<file path="src/rtl/apb_bridge_pkg.sv">
// ============================================================================
// apb_bridge_pkg : shared state encoding and helpers for the APB core bridge
// Revision: 1.0
// ============================================================================
`default_nettype none

package apb_bridge_pkg;

   typedef enum logic [1:0] {
      IDLE   = 2'd0,
      SETUP  = 2'd1,
      ACCESS = 2'd2
   } apb_br_state_e;

   localparam logic [63:0] ERR_RDATA = '0;

   function automatic logic [63:0] word_align(input logic [63:0] addr);
      return {addr[63:2], 2'b00};
   endfunction

endpackage

`default_nettype wire

</file>
<file path="src/rtl/apb_bridge_timeout.sv">
// ============================================================================
// apb_bridge_timeout : saturating ACCESS-phase wait counter with expiry flag
// Revision: 1.0
// ============================================================================
`default_nettype none

module apb_bridge_timeout #(
   parameter int unsigned LIMIT = 16
) (
   input  logic clk,
   input  logic rst_n,
   input  logic i_clr,
   input  logic i_inc,
   output logic o_expired
);

   localparam int unsigned c_cnt_w = $clog2(LIMIT + 1);
   localparam logic [c_cnt_w-1:0] c_max = c_cnt_w'(LIMIT - 1);

   logic [c_cnt_w-1:0] r_cnt;

   always_ff @(posedge clk or negedge rst_n) begin
      if (!rst_n) begin
         r_cnt <= '0;
      end else if (i_clr) begin
         r_cnt <= '0;
      end else if (i_inc && (r_cnt != c_max)) begin
         r_cnt <= r_cnt + 1'b1;
      end
   end

   assign o_expired = (r_cnt == c_max);

endmodule

`default_nettype wire

</file>
<file path="src/rtl/apb_core_bridge.sv">
// ============================================================================
// apb_core_bridge : req/gnt/rvalid data port to single APB3 transfers + PSTRB
// Optional ACCESS timeout enabled by defining APB_BRIDGE_TIMEOUT_EN.
// Revision: 1.0
// ============================================================================
`default_nettype none

module apb_core_bridge
   import apb_bridge_pkg::*;
#(
   parameter int unsigned APB_ADDR_WIDTH = 32,
   parameter int unsigned APB_DATA_WIDTH = 32,
   parameter int unsigned TIMEOUT_CYCLES = 16
) (
   input  logic                        clk_i,
   input  logic                        rst_ni,
   input  logic                        data_req_i,
   output logic                        data_gnt_o,
   input  logic                        data_we_i,
   input  logic [APB_DATA_WIDTH/8-1:0] data_be_i,
   input  logic [APB_ADDR_WIDTH-1:0]   data_addr_i,
   input  logic [APB_DATA_WIDTH-1:0]   data_wdata_i,
   output logic                        data_rvalid_o,
   output logic [APB_DATA_WIDTH-1:0]   data_rdata_o,
   output logic                        data_err_o,
   output logic [APB_ADDR_WIDTH-1:0]   paddr_o,
   output logic [APB_DATA_WIDTH-1:0]   pwdata_o,
   output logic [APB_DATA_WIDTH/8-1:0] pstrb_o,
   output logic                        pwrite_o,
   output logic                        psel_o,
   output logic                        penable_o,
   input  logic [APB_DATA_WIDTH-1:0]   prdata_i,
   input  logic                        pready_i,
   input  logic                        pslverr_i
);

   localparam int unsigned c_strb_w = APB_DATA_WIDTH / 8;

   apb_br_state_e r_state, w_state_nxt;

   logic                      w_take;
   logic                      w_done;
   logic                      w_abort;
   logic                      w_timeout;
   logic [APB_ADDR_WIDTH-1:0] r_paddr;
   logic [APB_DATA_WIDTH-1:0] r_pwdata;
   logic [c_strb_w-1:0]       r_pstrb;
   logic                      r_pwrite;
   logic                      r_psel;
   logic                      r_penable;
   logic                      r_rvalid;
   logic [APB_DATA_WIDTH-1:0] r_rdata;
   logic                      r_err;

   assign w_take  = (r_state == IDLE) && data_req_i;
   assign w_done  = (r_state == ACCESS) && pready_i;
   assign w_abort = (r_state == ACCESS) && !pready_i && w_timeout;

`ifdef APB_BRIDGE_TIMEOUT_EN
   apb_bridge_timeout #(
      .LIMIT     (TIMEOUT_CYCLES)
   ) u_timeout (
      .clk       (clk_i),
      .rst_n     (rst_ni),
      .i_clr     (w_take),
      .i_inc     ((r_state == ACCESS) && !pready_i),
      .o_expired (w_timeout)
   );
`else
   localparam int unsigned c_timeout_unused = TIMEOUT_CYCLES;
   assign w_timeout = 1'b0;
`endif

   always_comb begin
      w_state_nxt = r_state;
      unique case (r_state)
         IDLE:    if (w_take) w_state_nxt = SETUP;
         SETUP:   w_state_nxt = ACCESS;
         ACCESS:  if (w_done || w_abort) w_state_nxt = IDLE;
         default: w_state_nxt = IDLE;
      endcase
   end

   always_ff @(posedge clk_i or negedge rst_ni) begin
      if (!rst_ni) r_state <= IDLE;
      else         r_state <= w_state_nxt;
   end

   // APB control is decoded from the next state so every output comes straight from a flop
   always_ff @(posedge clk_i or negedge rst_ni) begin
      if (!rst_ni) begin
         r_paddr   <= '0;
         r_pwdata  <= '0;
         r_pstrb   <= '0;
         r_pwrite  <= 1'b0;
         r_psel    <= 1'b0;
         r_penable <= 1'b0;
         r_rvalid  <= 1'b0;
         r_rdata   <= '0;
         r_err     <= 1'b0;
      end else begin
         r_psel    <= (w_state_nxt != IDLE);
         r_penable <= (w_state_nxt == ACCESS);
         r_rvalid  <= w_done || w_abort;
         if (w_take) begin
            r_paddr  <= APB_ADDR_WIDTH'(word_align(64'(data_addr_i)));
            r_pwdata <= data_wdata_i;
            r_pwrite <= data_we_i;
            r_pstrb  <= data_we_i ? data_be_i : '0;
         end
         if (w_done) begin
            r_err   <= pslverr_i;
            r_rdata <= (pslverr_i || r_pwrite) ? APB_DATA_WIDTH'(ERR_RDATA) : prdata_i;
         end else if (w_abort) begin
            r_err   <= 1'b1;
            r_rdata <= APB_DATA_WIDTH'(ERR_RDATA);
         end
      end
   end

   assign data_gnt_o    = w_take;
   assign data_rvalid_o = r_rvalid;
   assign data_rdata_o  = r_rdata;
   assign data_err_o    = r_err;
   assign paddr_o       = r_paddr;
   assign pwdata_o      = r_pwdata;
   assign pstrb_o       = r_pstrb;
   assign pwrite_o      = r_pwrite;
   assign psel_o        = r_psel;
   assign penable_o     = r_penable;

endmodule

`default_nettype wire
</file>
<file path="config.mk">
export PLATFORM = sky130hd
export DESIGN_NAME = apb_core_bridge
export DESIGN_NICKNAME = d
export VERILOG_FILES = /design/src/rtl/apb_bridge_pkg.sv /design/src/rtl/apb_bridge_timeout.sv /design/src/rtl/apb_core_bridge.sv
export SDC_FILE = /design/constraint.sdc
export NUM_CORES = 1
export LEC_CHECK = 0
export ABC_CLOCK_PERIOD_IN_PS = 2600
export BUFFER_PORTS_ARGS = -buffer_cell sky130_fd_sc_hd__buf_2
export CORE_MARGIN = 8
export CORE_UTILIZATION = 49
export CTS_CLUSTER_DIAMETER = 150
export DETAILED_ROUTE_END_ITERATION = 12
export PLACE_DENSITY = 0.85
export SYNTH_ARGS = -nofsm -noshare
export SYNTH_HDL_FRONTEND = slang
export SYNTH_HIERARCHICAL = 1
export SYNTH_SLANG_ARGS = --single-unit
</file>
<file path="constraint.sdc">
create_clock -name clk_i -period 2.6 [get_ports clk_i]
set_clock_uncertainty 0.15 [all_clocks]
set_input_delay 0.39 -clock clk_i [delete_from_list [all_inputs] [get_ports clk_i]]
set_output_delay 0.39 -clock clk_i [all_outputs]
set_load 0.005 [all_outputs]
</file>
==> impl_metrics.env <==
export IMPL_post_cts_setup_buffers=0
export IMPL_grt_pass1_vias=3191
export IMPL_path_max_fanout=34
export IMPL_fillers=677
export IMPL_final_setup_tns_ns=0
export IMPL_clock_root_buffer="clkbuf_8"
export IMPL_cp_num_cells=1
export IMPL_die_height_um=109
export IMPL_cp_data_required_time_ns=2.06
export IMPL_grt_pass1_wl_mm=15.8
export IMPL_status="finished clean"
export IMPL_final_common_cell="buf_2"
export IMPL_port_buffers=207
export IMPL_worstPathArrival_ns=1.64
export IMPL_dieArea_um2=11900
export IMPL_viasPerCell=4.93
export IMPL_critPathSlowestCell="dfrtp_1"
export IMPL_maxCapViolations=0
export IMPL_yosysSeqAreaShare=0.620
export IMPL_grt_antenna_before_repair=2
export IMPL_path_clk_slew_ns=0.10
export IMPL_vias=2913
export IMPL_path_buf_inv=1
export IMPL_postLayoutCellArea_um2=5530
export IMPL_cts_buffer_depth=2
export IMPL_antenna_cells=0
export IMPL_io_pins=212
export IMPL_rsz0062_at_grt="no"
export IMPL_synth_seq_cells=105
export IMPL_period_share=0.840
export IMPL_cp_top_family="flip-flops"
export IMPL_avgSynthCellArea_um2=15.4
export IMPL_initial_utilization=0.496
export IMPL_wl_mm=10.2
export IMPL_drive_gt1_frac=0.652
export IMPL_fmax_mhz=458
export IMPL_drc_errors=0
export IMPL_hold_path_class="input port to flop"
export IMPL_leakagePower_nw=2.81
export IMPL_path_class="flop to output pin"
export IMPL_grtUsageTotal=0.169
export IMPL_postPlaceCellArea_um2=5330
export IMPL_finalSetupViolCount=0
export IMPL_worst_pin_slew_ns=1.05
export IMPL_finalPower_w=0.00614
export IMPL_yosysUniqueCellTypes=17
export IMPL_ant_nets=0
export IMPL_crit_path_end="pwrite_o"
export IMPL_slew_headroom=0.298
export IMPL_coreArea_um2=8550
export IMPL_cts_buffers=9
export IMPL_cp_cell_sequence="buf_2"
export IMPL_dpl_hpwl_mm=8.01
export IMPL_ys_warn_count=6
export IMPL_dr_pass1_iters=3
export IMPL_r2r_start="pwrite_o$_DFFE_PN0P_"
export IMPL_endpoint_kind="output pin"
export IMPL_drt_initial_drc_count=111
export IMPL_r2r_end="data_rdata_o[30]$_DFFE_PN0P_"
export IMPL_place_gp_congestion=0.737
export IMPL_final_max_slew_viol_count=0
export IMPL_startpoint="pwrite_o$_DFFE_PN0P_"
export IMPL_syn_inst=275
export IMPL_fin_nets=585
export IMPL_ir_worst_vdd_uv=579
export IMPL_layout_common_cells="206 x buf_2, 105 x dfrtp_1, 89 x mux2_2"
export IMPL_max_stage_delay_ns=1.04
export IMPL_p_per_area_nw_per_um2=1110
export IMPL_finalHoldViolations=0
export IMPL_routedWlPerCell_um=17.3
export IMPL_cp_start_kind="flop"
export IMPL_num_rows=34
export IMPL_grt_max_degree=70
export IMPL_netlist_area_um2=4240
export IMPL_grt_overflow=0
export IMPL_timing_final_crit_period_ns=2.18
export IMPL_cts_num_sinks=105
export IMPL_r2r_slack_ns=0.82
export IMPL_r2r_cells=2
export IMPL_synthToLayoutAreaGrowth_pct=30.4
export IMPL_cts_tree="yes"
export IMPL_h_tree_depth=3
export IMPL_clk_latency_ns=0.34
export IMPL_fp_dieW_um=109
where the power goes:
part	switching [W]	internal, W	total (W)
Combinational	0.000928	0.00134	0.00227
Clock	0.000512	0.000445	0.000957
Sequential	0.000475	0.00244	0.00291
synth_stat cells:
cell      number  area, um2
dfrtp_1      105       2630
mux2_2        89       1000
nor3b_1       33        248
buf_4          8       60.1
clkbuf_1       8       30.0
mux2_1         7       78.8
buf_6          5       56.3
inv_1          4       15.0
mux2i_1        4       40.0
nand2_1        4       15.0
a21o_1         2       15.0
a211o_1        1       8.76
and3b_1        1       8.76
conb_1         1       3.75
nor2_1         1       3.75
nor2b_1        1       6.26
nor3b_4        1       18.8
layout make-up:
cell class | instances | area (um2) | share of cell area
Tap cell | 108 | 135 | 0.0244
Sequential cell | 105 | 2630 | 0.475
Inverter | 4 | 15.0 | 0.00272
Multi-Input combinational cell | 146 | 1450 | 0.263
Timing Repair Buffer | 213 | 1110 | 0.201
Clock inverter | 4 | 55.1 | 0.00996
Clock buffer | 11 | 131 | 0.0238
worst min path at each step:
stage | startpoint | endpoint | slack (ns) | depth (start not counted)
after floorplan | rst_ni | data_err_o$_DFFE_PN0P_ | -0.06 | 0
after global placement | rst_ni | data_rdata_o[2]$_DFFE_PN0P_ | 0.16 | 1
after detailed placement | rst_ni | data_rdata_o[3]$_DFFE_PN0P_ | 0.17 | 1
after CTS | data_wdata_i[30] | pwdata_o[30]$_DFFE_PN0P_ | 0.08 | 2
after global routing | data_wdata_i[30] | pwdata_o[30]$_DFFE_PN0P_ | 0.09 | 2
final | data_wdata_i[30] | pwdata_o[30]$_DFFE_PN0P_ | 0.10 | 2
layer usage:
layer  share of wire  vias to the layer above  global-route usage  wire (um)
met5          0.0022                        -                   0         22
met4           0.014                        4              0.0577        143
met3            0.16                       17               0.102       1660
met2            0.47                      138               0.277       4850
met1            0.35                     1391               0.177       3550
li1                -                     1363                   -          -
repair_timing:
item	CTS	global route
hold endpoints to repair	23	0
gates resized for setup	0	0
hold buffers	1	0
cells by family after synthesis:
family / after synthesis / share of synthesized area
AO/OA/AOI/OAI: 3 / 0.00561
buffers and inverters: 25 / 0.0381
flip-flops: 105 / 0.620
multiplexers: 100 / 0.265
other: 1 / 0.000885
AND/OR/NAND/NOR: 41 / 0.0709
registers in the layout, indices dropped and copies added (netlist names):
signal / count
r_state: 2
penable_o: 1
paddr_o: 30
pwdata_o: 32
pwrite_o: 1
psel_o: 1
data_rvalid_o: 1
data_rdata_o: 32
pstrb_o: 4
data_err_o: 1
stage by stage:
step                setup WS, ns  utilization  hold slack (ns)  cells
floorplan                  0.959            -          -0.0556    276
global placement           0.811        0.624            0.159    575
detailed placement         0.771        0.624            0.165    575
CTS                        0.386        0.646           0.0810    591
global route               0.298        0.646           0.0870    591
finish                     0.415        0.646            0.100    591
Note: power is estimated with default switching activity, not from simulation.
